`config.mk`:
```
export PLATFORM = sky130hd
export DESIGN_NAME = rw_stage
export DESIGN_NICKNAME = d
export VERILOG_FILES = /design/src/rtl/rw_stage.sv
export SDC_FILE = /design/constraint.sdc
export NUM_CORES = 1
export LEC_CHECK = 0
export BUFFER_PORTS_ARGS = -buffer_cell sky130_fd_sc_hd__buf_4
export CAP_MARGIN = 20
export CORE_MARGIN = 4
export CORE_UTILIZATION = 50
export DETAILED_ROUTE_END_ITERATION = 10
export GPL_ROUTABILITY_DRIVEN = 0
export HOLD_SLACK_MARGIN = 0.05
export PLACE_DENSITY = 0.81
export SKIP_LAST_GASP = 1
export SYNTH_ARGS = -nofsm -noshare
export SYNTH_HDL_FRONTEND = slang
export SYNTH_SLANG_ARGS = --single-unit
```
`constraint.sdc`:
```
create_clock -name clk -period 2.6 [get_ports clk]
set_clock_uncertainty 0.2 [all_clocks]
set_input_delay 0 -clock clk [delete_from_list [all_inputs] [get_ports clk]]
set_output_delay 0 -clock clk [all_outputs]
set_load 0.02 [all_outputs]
```
`src/rtl/rw_stage.sv`:
```
// Register-write stage: MA/RW pipeline latch feeding the register-file write
// port, the EX forwarding path and the retired-instruction counter.
module rw_stage (
    input  logic        clk,
    input  logic        rst_n,
    input  logic [31:0] input_RW_PC,
    input  logic [31:0] input_RW_ALU_Result,
    input  logic [31:0] input_RW_Ld_Result,
    input  logic [31:0] input_RW_IR,
    input  logic [21:0] input_RW_controlBus,
    input  logic        input_RW_valid,
    input  logic        stall,
    input  logic        flush,
    output logic        rf_writeEnable,
    output logic [3:0]  rf_writeAddr,
    output logic [31:0] rf_writeData,
    output logic        fwd_valid,
    output logic [3:0]  fwd_addr,
    output logic [31:0] fwd_data,
    output logic [31:0] output_RW_PC,
    output logic [31:0] output_RW_IR,
    output logic [31:0] retired_count
);

    logic [31:0] pc_r;
    logic [31:0] alu_r;
    logic [31:0] ld_r;
    logic [31:0] ir_r;
    logic [21:0] ctrl_r;
    logic        valid_r;
    logic [31:0] retired_count_r;

    logic        is_ld_s;
    logic        is_call_s;
    logic        is_wb_s;
    logic        wr_en_s;
    logic [31:0] pc_plus4_s;
    logic [31:0] wb_data_s;
    logic [3:0]  wb_addr_s;
    logic        unused_ctrl_s;

    // MA/RW latch: flush injects a bubble and overrides stall
    always_ff @(posedge clk or negedge rst_n) begin
        if (!rst_n) begin
            pc_r    <= 32'd0;
            alu_r   <= 32'd0;
            ld_r    <= 32'd0;
            ir_r    <= 32'd0;
            ctrl_r  <= 22'd0;
            valid_r <= 1'b0;
        end else if (flush) begin
            pc_r    <= 32'd0;
            alu_r   <= 32'd0;
            ld_r    <= 32'd0;
            ir_r    <= 32'd0;
            ctrl_r  <= 22'd0;
            valid_r <= 1'b0;
        end else if (!stall) begin
            pc_r    <= input_RW_PC;
            alu_r   <= input_RW_ALU_Result;
            ld_r    <= input_RW_Ld_Result;
            ir_r    <= input_RW_IR;
            ctrl_r  <= input_RW_controlBus;
            valid_r <= input_RW_valid;
        end else begin
            pc_r    <= pc_r;
            alu_r   <= alu_r;
            ld_r    <= ld_r;
            ir_r    <= ir_r;
            ctrl_r  <= ctrl_r;
            valid_r <= valid_r;
        end
    end

    // A latched instruction retires at the edge that replaces it, so a stalled one counts once
    always_ff @(posedge clk or negedge rst_n) begin
        if (!rst_n) begin
            retired_count_r <= 32'd0;
        end else if (valid_r && (flush || !stall)) begin
            retired_count_r <= retired_count_r + 32'd1;
        end else begin
            retired_count_r <= retired_count_r;
        end
    end

    assign is_ld_s       = ctrl_r[1];
    assign is_call_s     = ctrl_r[2];
    assign is_wb_s       = ctrl_r[3];
    assign unused_ctrl_s = ^{ctrl_r[21:4], ctrl_r[0]};
    assign wr_en_s       = valid_r & is_wb_s;
    assign pc_plus4_s    = pc_r + 32'd4;

    // Write-back value selection: call link beats load result beats ALU result
    always_comb begin
        wb_data_s = alu_r;
        wb_addr_s = ir_r[25:22];
        if (is_call_s) begin
            wb_data_s = pc_plus4_s;
            wb_addr_s = 4'd15;
        end else if (is_ld_s) begin
            wb_data_s = ld_r;
            wb_addr_s = ir_r[25:22];
        end else begin
            wb_data_s = alu_r;
            wb_addr_s = ir_r[25:22];
        end
    end

    // Outputs depend on latch state only; an inactive port reads as all zeros
    always_comb begin
        rf_writeEnable = wr_en_s;
        rf_writeAddr   = 4'd0;
        rf_writeData   = 32'd0;
        if (wr_en_s) begin
            rf_writeAddr = wb_addr_s;
            rf_writeData = wb_data_s;
        end else begin
            rf_writeAddr = 4'd0;
            rf_writeData = 32'd0;
        end
    end

    assign fwd_valid     = rf_writeEnable;
    assign fwd_addr      = rf_writeAddr;
    assign fwd_data      = rf_writeData;
    assign output_RW_PC  = pc_r;
    assign output_RW_IR  = ir_r;
    assign retired_count = retired_count_r;

endmodule
```
==> impl_metrics.xml, run 1 <==
<?xml version="1.0" encoding="UTF-8"?>
<metrics>
  <group name="status">
    <metric name="run_status" unit="">stopped before the end</metric>
    <metric name="lastStage" unit="">4_1_cts</metric>
    <metric name="stop_error" unit="">[ERROR RSZ-0060] Max buffer count reached.</metric>
  </group>
  <group name="yosys">
    <metric name="syn_nets" unit="">977</metric>
    <metric name="async_reset_ff_share" unit="%">100.0</metric>
    <metric name="number_of_enable_flip_flop_cells_after_synthesis" unit="">0</metric>
    <metric name="cell_area_after_technology_mapping" unit="mm^2">0.008439</metric>
    <metric name="post_synth_inst_count" unit="">820</metric>
    <metric name="yosys_register_bits" unit="">164</metric>
    <metric name="yosysUniqueCellTypes" unit="">39</metric>
    <metric name="synth_seq_area_share" unit="%">48.63</metric>
    <metric name="synthesis.yosys.warnings" unit="">0</metric>
    <metric name="dominantRegCellSynth" unit="">sky130_fd_sc_hd__dfrtp_1</metric>
    <metric name="postSynthAreaPerCell" unit="um^2">10.29</metric>
  </group>
  <group name="clock_tree">
    <metric name="ctsResizeCount" unit="">22</metric>
    <metric name="cts.hold.buffers_added" unit="">266</metric>
    <metric name="cts_max_path_buffers" unit="">2</metric>
    <metric name="cts_buffers" unit="">17</metric>
    <metric name="cts.sink_count" unit="">164</metric>
    <metric name="cts.root.buffer_cell" unit="">sky130_fd_sc_hd__clkbuf_16</metric>
    <metric name="cts_post_setup_buffers_inserted" unit="">11</metric>
    <metric name="htree_num_levels" unit="">4</metric>
  </group>
  <group name="floorplan">
    <metric name="start_util" unit="%">50.89</metric>
    <metric name="io_pins" unit="">325</metric>
    <metric name="dieWidth" unit="um">137.9</metric>
    <metric name="die-height" unit="um">137.9</metric>
    <metric name="placementRows" unit="">47</metric>
  </group>
  <group name="place">
    <metric name="port-buffer-count" unit="">305</metric>
    <metric name="detailed_place_hpwl" unit="um">18010</metric>
  </group>
</metrics>
==> synth_stat cells (all sizes together), types with 10 or more instances <==
library cell | n | area, um^2
clkbuf | 36 | 135.1
dfrtp | 164 | 4104
o21ai | 29 | 145.1
nand3 | 21 | 117.6
a211oi | 12 | 90.09
buf | 55 | 346.6
a31oi | 14 | 87.58
nand2 | 18 | 67.56
a21oi | 11 | 55.05
nand4 | 25 | 162.6
nor2 | 150 | 563.0
and3 | 13 | 81.33
xnor2 | 35 | 306.5
or3 | 10 | 66.31
mux2 | 21 | 236.5
mux2i | 137 | 1371
==> kinds of logic after synthesis <==
kind of cell | synth area share (%)
AOI/OAI and AO/OA | 5.441
xor gates and xnor gates | 4.359
adders and majority gates | 0.2965
buffers and inverters | 6.064
DFF | 48.63
muxes | 19.05
and+or+nand+nor | 16.16
==> per-stage QoR <==
step | setup WS (ns) | util (%) | cell area [um^2] | cells | setup TNS, ns
3_5_place_dp | 0.1204 | 65.64 | 10890 | 1278 | 0
2_1_floorplan | -0.07548 | - | 8551 | 820 | -0.07548
3_3_place_gp | 0.1563 | 65.64 | 10890 | 1278 | 0
==> run 2, diff against run 1 <==
- CORE_UTILIZATION: 50 -> 40
- HOLD_SLACK_MARGIN: 0.05 -> not set
- PLACE_DENSITY: 0.81 -> not set
- PLACE_DENSITY_LB_ADDON: not set -> 0.15
==> run 2 against run 1 <==
  * The flow now finishes, with violations (negative setup slack)
  * Synthesized cell count stayed put
  * Area after synthesis unchanged
==> impl_metrics.xml, run 2 <==
<?xml version="1.0" encoding="UTF-8"?>
<metrics>
  <group name="finish">
    <metric name="register_area" unit="mm^2">0.004110</metric>
    <metric name="postLayoutCellArea" unit="mm^2">0.01401</metric>
    <metric name="fillCellCount" unit="">1529</metric>
    <metric name="layout_commonest_cell" unit="">sky130_fd_sc_hd__buf_4</metric>
    <metric name="post_route_utilization" unit="%">68.37</metric>
    <metric name="syn2layout_area_growth" unit="%">66.03</metric>
    <metric name="final_nets" unit="">1458</metric>
    <metric name="multi_input_comb_area" unit="mm^2">0.004076</metric>
    <metric name="final_cell_mix" unit="">sky130_fd_sc_hd__buf_4, sky130_fd_sc_hd__dlygate4sd3_1, sky130_fd_sc_hd__dfrtp_1</metric>
    <metric name="drive_above_1_share" unit="%">32.95</metric>
  </group>
  <group name="routing">
    <metric name="wl_met1" unit="um">11910</metric>
    <metric name="routed-wl-met2" unit="um">14340</metric>
    <metric name="detail_route.first_pass.iterations" unit="">5</metric>
    <metric name="via_count" unit="">7911</metric>
    <metric name="avgViaCountPerCell" unit="">4.991</metric>
    <metric name="routed-wl-met3" unit="um">1522</metric>
    <metric name="drc_errors" unit="">0</metric>
    <metric name="drt-wirelength-per-cell" unit="um">17.96</metric>
    <metric name="top_layer" unit="">met4</metric>
    <metric name="detail_route.iter0.violations" unit="">364</metric>
    <metric name="wl" unit="um">28470</metric>
    <metric name="route.antenna.remaining_nets" unit="">0</metric>
  </group>
  <group name="floorplan">
    <metric name="start_util" unit="%">41.18</metric>
    <metric name="io_pins" unit="">325</metric>
    <metric name="die-height" unit="um">153.3</metric>
    <metric name="dieArea" unit="mm^2">0.02349</metric>
    <metric name="core-area" unit="mm^2">0.02049</metric>
    <metric name="placementRows" unit="">52</metric>
    <metric name="dieWidth" unit="um">153.3</metric>
  </group>
  <group name="yosys">
    <metric name="synthesis.yosys.warnings" unit="">0</metric>
    <metric name="cell_area_after_technology_mapping" unit="mm^2">0.008439</metric>
    <metric name="yosysUniqueCellTypes" unit="">39</metric>
    <metric name="yosys_register_bits" unit="">164</metric>
    <metric name="postSynthAreaPerCell" unit="um^2">10.29</metric>
    <metric name="synth.top_cells.by_area" unit="">sky130_fd_sc_hd__dfrtp_1, sky130_fd_sc_hd__mux2i_1, sky130_fd_sc_hd__nor2_1</metric>
    <metric name="synth_common_cells" unit="">sky130_fd_sc_hd__dfrtp_1, sky130_fd_sc_hd__nor2_1, sky130_fd_sc_hd__mux2i_1</metric>
    <metric name="post_synth_inst_count" unit="">820</metric>
    <metric name="post-synth-top-area-fraction" unit="%">48.63</metric>
    <metric name="syn_nets" unit="">977</metric>
    <metric name="netlist.top_cell.by_area" unit="">sky130_fd_sc_hd__dfrtp_1</metric>
    <metric name="dominantRegCellSynth" unit="">sky130_fd_sc_hd__dfrtp_1</metric>
    <metric name="yosysMostFrequentCell" unit="">sky130_fd_sc_hd__dfrtp_1</metric>
    <metric name="synth_seq_area_share" unit="%">48.63</metric>
    <metric name="async_reset_ff_share" unit="%">100.0</metric>
    <metric name="number_of_enable_flip_flop_cells_after_synthesis" unit="">0</metric>
  </group>
  <group name="critical_path">
    <metric name="worst_r2r_endpoint" unit="">ctrl_r[2]</metric>
    <metric name="critPathLaunchType" unit="">flop</metric>
    <metric name="worst_endpoint_required_time" unit="ns">2.40</metric>
    <metric name="timing.reg2reg.worst_path_depth" unit="">4</metric>
    <metric name="crit_fanout" unit="">5</metric>
    <metric name="r2r_start" unit="">ctrl_r[2]</metric>
    <metric name="critPathLaunch" unit="">output_RW_PC[3]</metric>
    <metric name="criticalPathCategory" unit="">reg -&gt; out</metric>
    <metric name="end_kind" unit="">primary output</metric>
    <metric name="crit_arrival" unit="ns">2.43</metric>
    <metric name="r2r_setup_slack" unit="ns">0.39</metric>
    <metric name="timing.critical_path.to" unit="">rf_writeData[28]</metric>
  </group>
  <group name="timing">
    <metric name="rsz0062_at_grt" unit="">true</metric>
    <metric name="fin_crit_share" unit="%">101.3</metric>
    <metric name="report.final.hold_viol_count" unit="">0</metric>
    <metric name="slew_violations" unit="">0</metric>
    <metric name="setup_viol" unit="">5</metric>
    <metric name="pnr_worst_setup_slack" unit="ns">-0.03255</metric>
    <metric name="max_slew.worst_pin.slew" unit="ns">0.9205</metric>
    <metric name="timing.fmax" unit="GHz">0.3799</metric>
    <metric name="finalCriticalPeriod" unit="ns">2.633</metric>
    <metric name="slew-limit-headroom" unit="%">38.63</metric>
  </group>
  <group name="clock_tree">
    <metric name="cts.sink_count" unit="">164</metric>
    <metric name="cts_max_path_buffers" unit="">2</metric>
    <metric name="cts_tree" unit="">done</metric>
    <metric name="cts_buffers" unit="">17</metric>
    <metric name="insertion_delay_to_the_later_sink_of_the_worst_skew_pair" unit="ns">0.42</metric>
    <metric name="cts.clk_slew.worst_paths" unit="ns">0.07</metric>
    <metric name="htree_num_levels" unit="">4</metric>
    <metric name="cts.root.buffer_cell" unit="">sky130_fd_sc_hd__clkbuf_16</metric>
  </group>
  <group name="power">
    <metric name="power_per_cell_area" unit="mW/mm^2">489.6</metric>
    <metric name="worst_ir_drop_vdd" unit="uV">385.8</metric>
    <metric name="p_leak" unit="nW">6.851</metric>
  </group>
  <group name="status">
    <metric name="run_status" unit="">complete, but fails checks</metric>
    <metric name="failing_checks" unit="">negative setup slack</metric>
  </group>
  <group name="grt">
    <metric name="global_route.overflow_total" unit="">0</metric>
    <metric name="grt_pass1_wl" unit="um">44990</metric>
    <metric name="grt_pass1_vias" unit="">8351</metric>
    <metric name="antenna_found_initial" unit="">1</metric>
    <metric name="gr-usage-all-layers" unit="%">23.47</metric>
    <metric name="grt_max_degree" unit="">133</metric>
  </group>
  <group name="run">
    <metric name="drv.max_cap_violation_count" unit="">0</metric>
  </group>
  <group name="place">
    <metric name="detailed_place.area" unit="mm^2">0.01098</metric>
    <metric name="port-buffer-count" unit="">305</metric>
    <metric name="detailed_place_hpwl" unit="um">17700</metric>
  </group>
  <group name="min_path">
    <metric name="min_path_type" unit="">in -&gt; reg</metric>
  </group>
</metrics>
-- run 2: area by class of cell --
type | instances | area share [%]
timing repair buffer | 552 | 34.50
sequential | 164 | 29.33
multi-input combinational | 558 | 29.09
clock buffer | 18 | 3.063
tap | 270 | 2.411
clock inverter | 14 | 1.339
inverter | 8 | 0.2411
antenna | 1 | 0.01786
-- run 2: metal layers --
layer | vias up | global-route usage, %
met1 | 3830 | 30.04
met4 | 0 | 7.425
li1 | 3810 | -
met2 | 227 | 40.10
met3 | 44 | 4.693
met5 | - | 0
-- run 2: cell families after synthesis --
group | Yosys count | synth area share, %
multiplexers | 158 | 19.05
AO/OA/AOI/OAI | 76 | 5.441
AND/OR/NAND/NOR | 279 | 16.16
flip-flops | 164 | 48.63
buffers and inverters | 99 | 6.064
XOR/XNOR | 42 | 4.359
adder cells (fa/ha/maj) | 2 | 0.2965
-- run 2: where the power goes --
part	leakage (nW)	internal [mW]	switching, mW
Clock	0.298	1.55	1.13
Combinational	4.37	0.717	0.606
Sequential	2.18	2.70	0.157
-- run 2: what timing repair did --
action	4_1_cts	5_1_grt
pin swaps	10	2
setup buffers	4	2
hold buffers	215	0
resized for setup	24	22
setup endpoints to repair	28	35
hold endpoints to repair	298	0
cloned	0	1
-- run 2: stage by stage --
step | instances | hold WS [ns] | worst slack (ns) | setup TNS (ns) | total power [mW]
floorplan | 820 | -0.4956 | -0.07548 | -0.07548 | 3.390
detailed placement | 1330 | -0.2540 | 0.1884 | 0 | 3.920
global placement | 1330 | -0.2559 | 0.2048 | 0 | 3.910
finish | 1585 | 0.09643 | -0.03255 | -0.1178 | 6.860
global route | 1585 | 0.1126 | -0.1556 | -1.176 | 7.169
CTS | 1581 | 0.08869 | -0.05960 | -0.3371 | 6.909
-- run 2: how the worst min path moves through the flow --
stage           from          endpoint  slack (ns)  depth (start not counted)
2_1_floorplan  rst_n          alu_r[0]       -0.50                          0
3_3_place_gp   rst_n           ld_r[5]       -0.26                          1
3_5_place_dp   rst_n           ld_r[5]       -0.25                          1
4_1_cts        stall           ld_r[1]        0.09                          4
5_1_grt        stall  output_RW_PC[15]        0.11                          4
6_report       stall  output_RW_PC[15]         0.1                          4
-- run 2: critical path, cell delays in order (launching register included) --
cell                      delay, ns
sky130_fd_sc_hd__dfrtp_1       0.35
sky130_fd_sc_hd__ha_2          0.21
sky130_fd_sc_hd__nand4_1       0.15
sky130_fd_sc_hd__or3_4         0.44
sky130_fd_sc_hd__or4_4         0.51
sky130_fd_sc_hd__a31oi_4       0.21
sky130_fd_sc_hd__buf_6         0.15
Power figures use the tool's default switching activity.
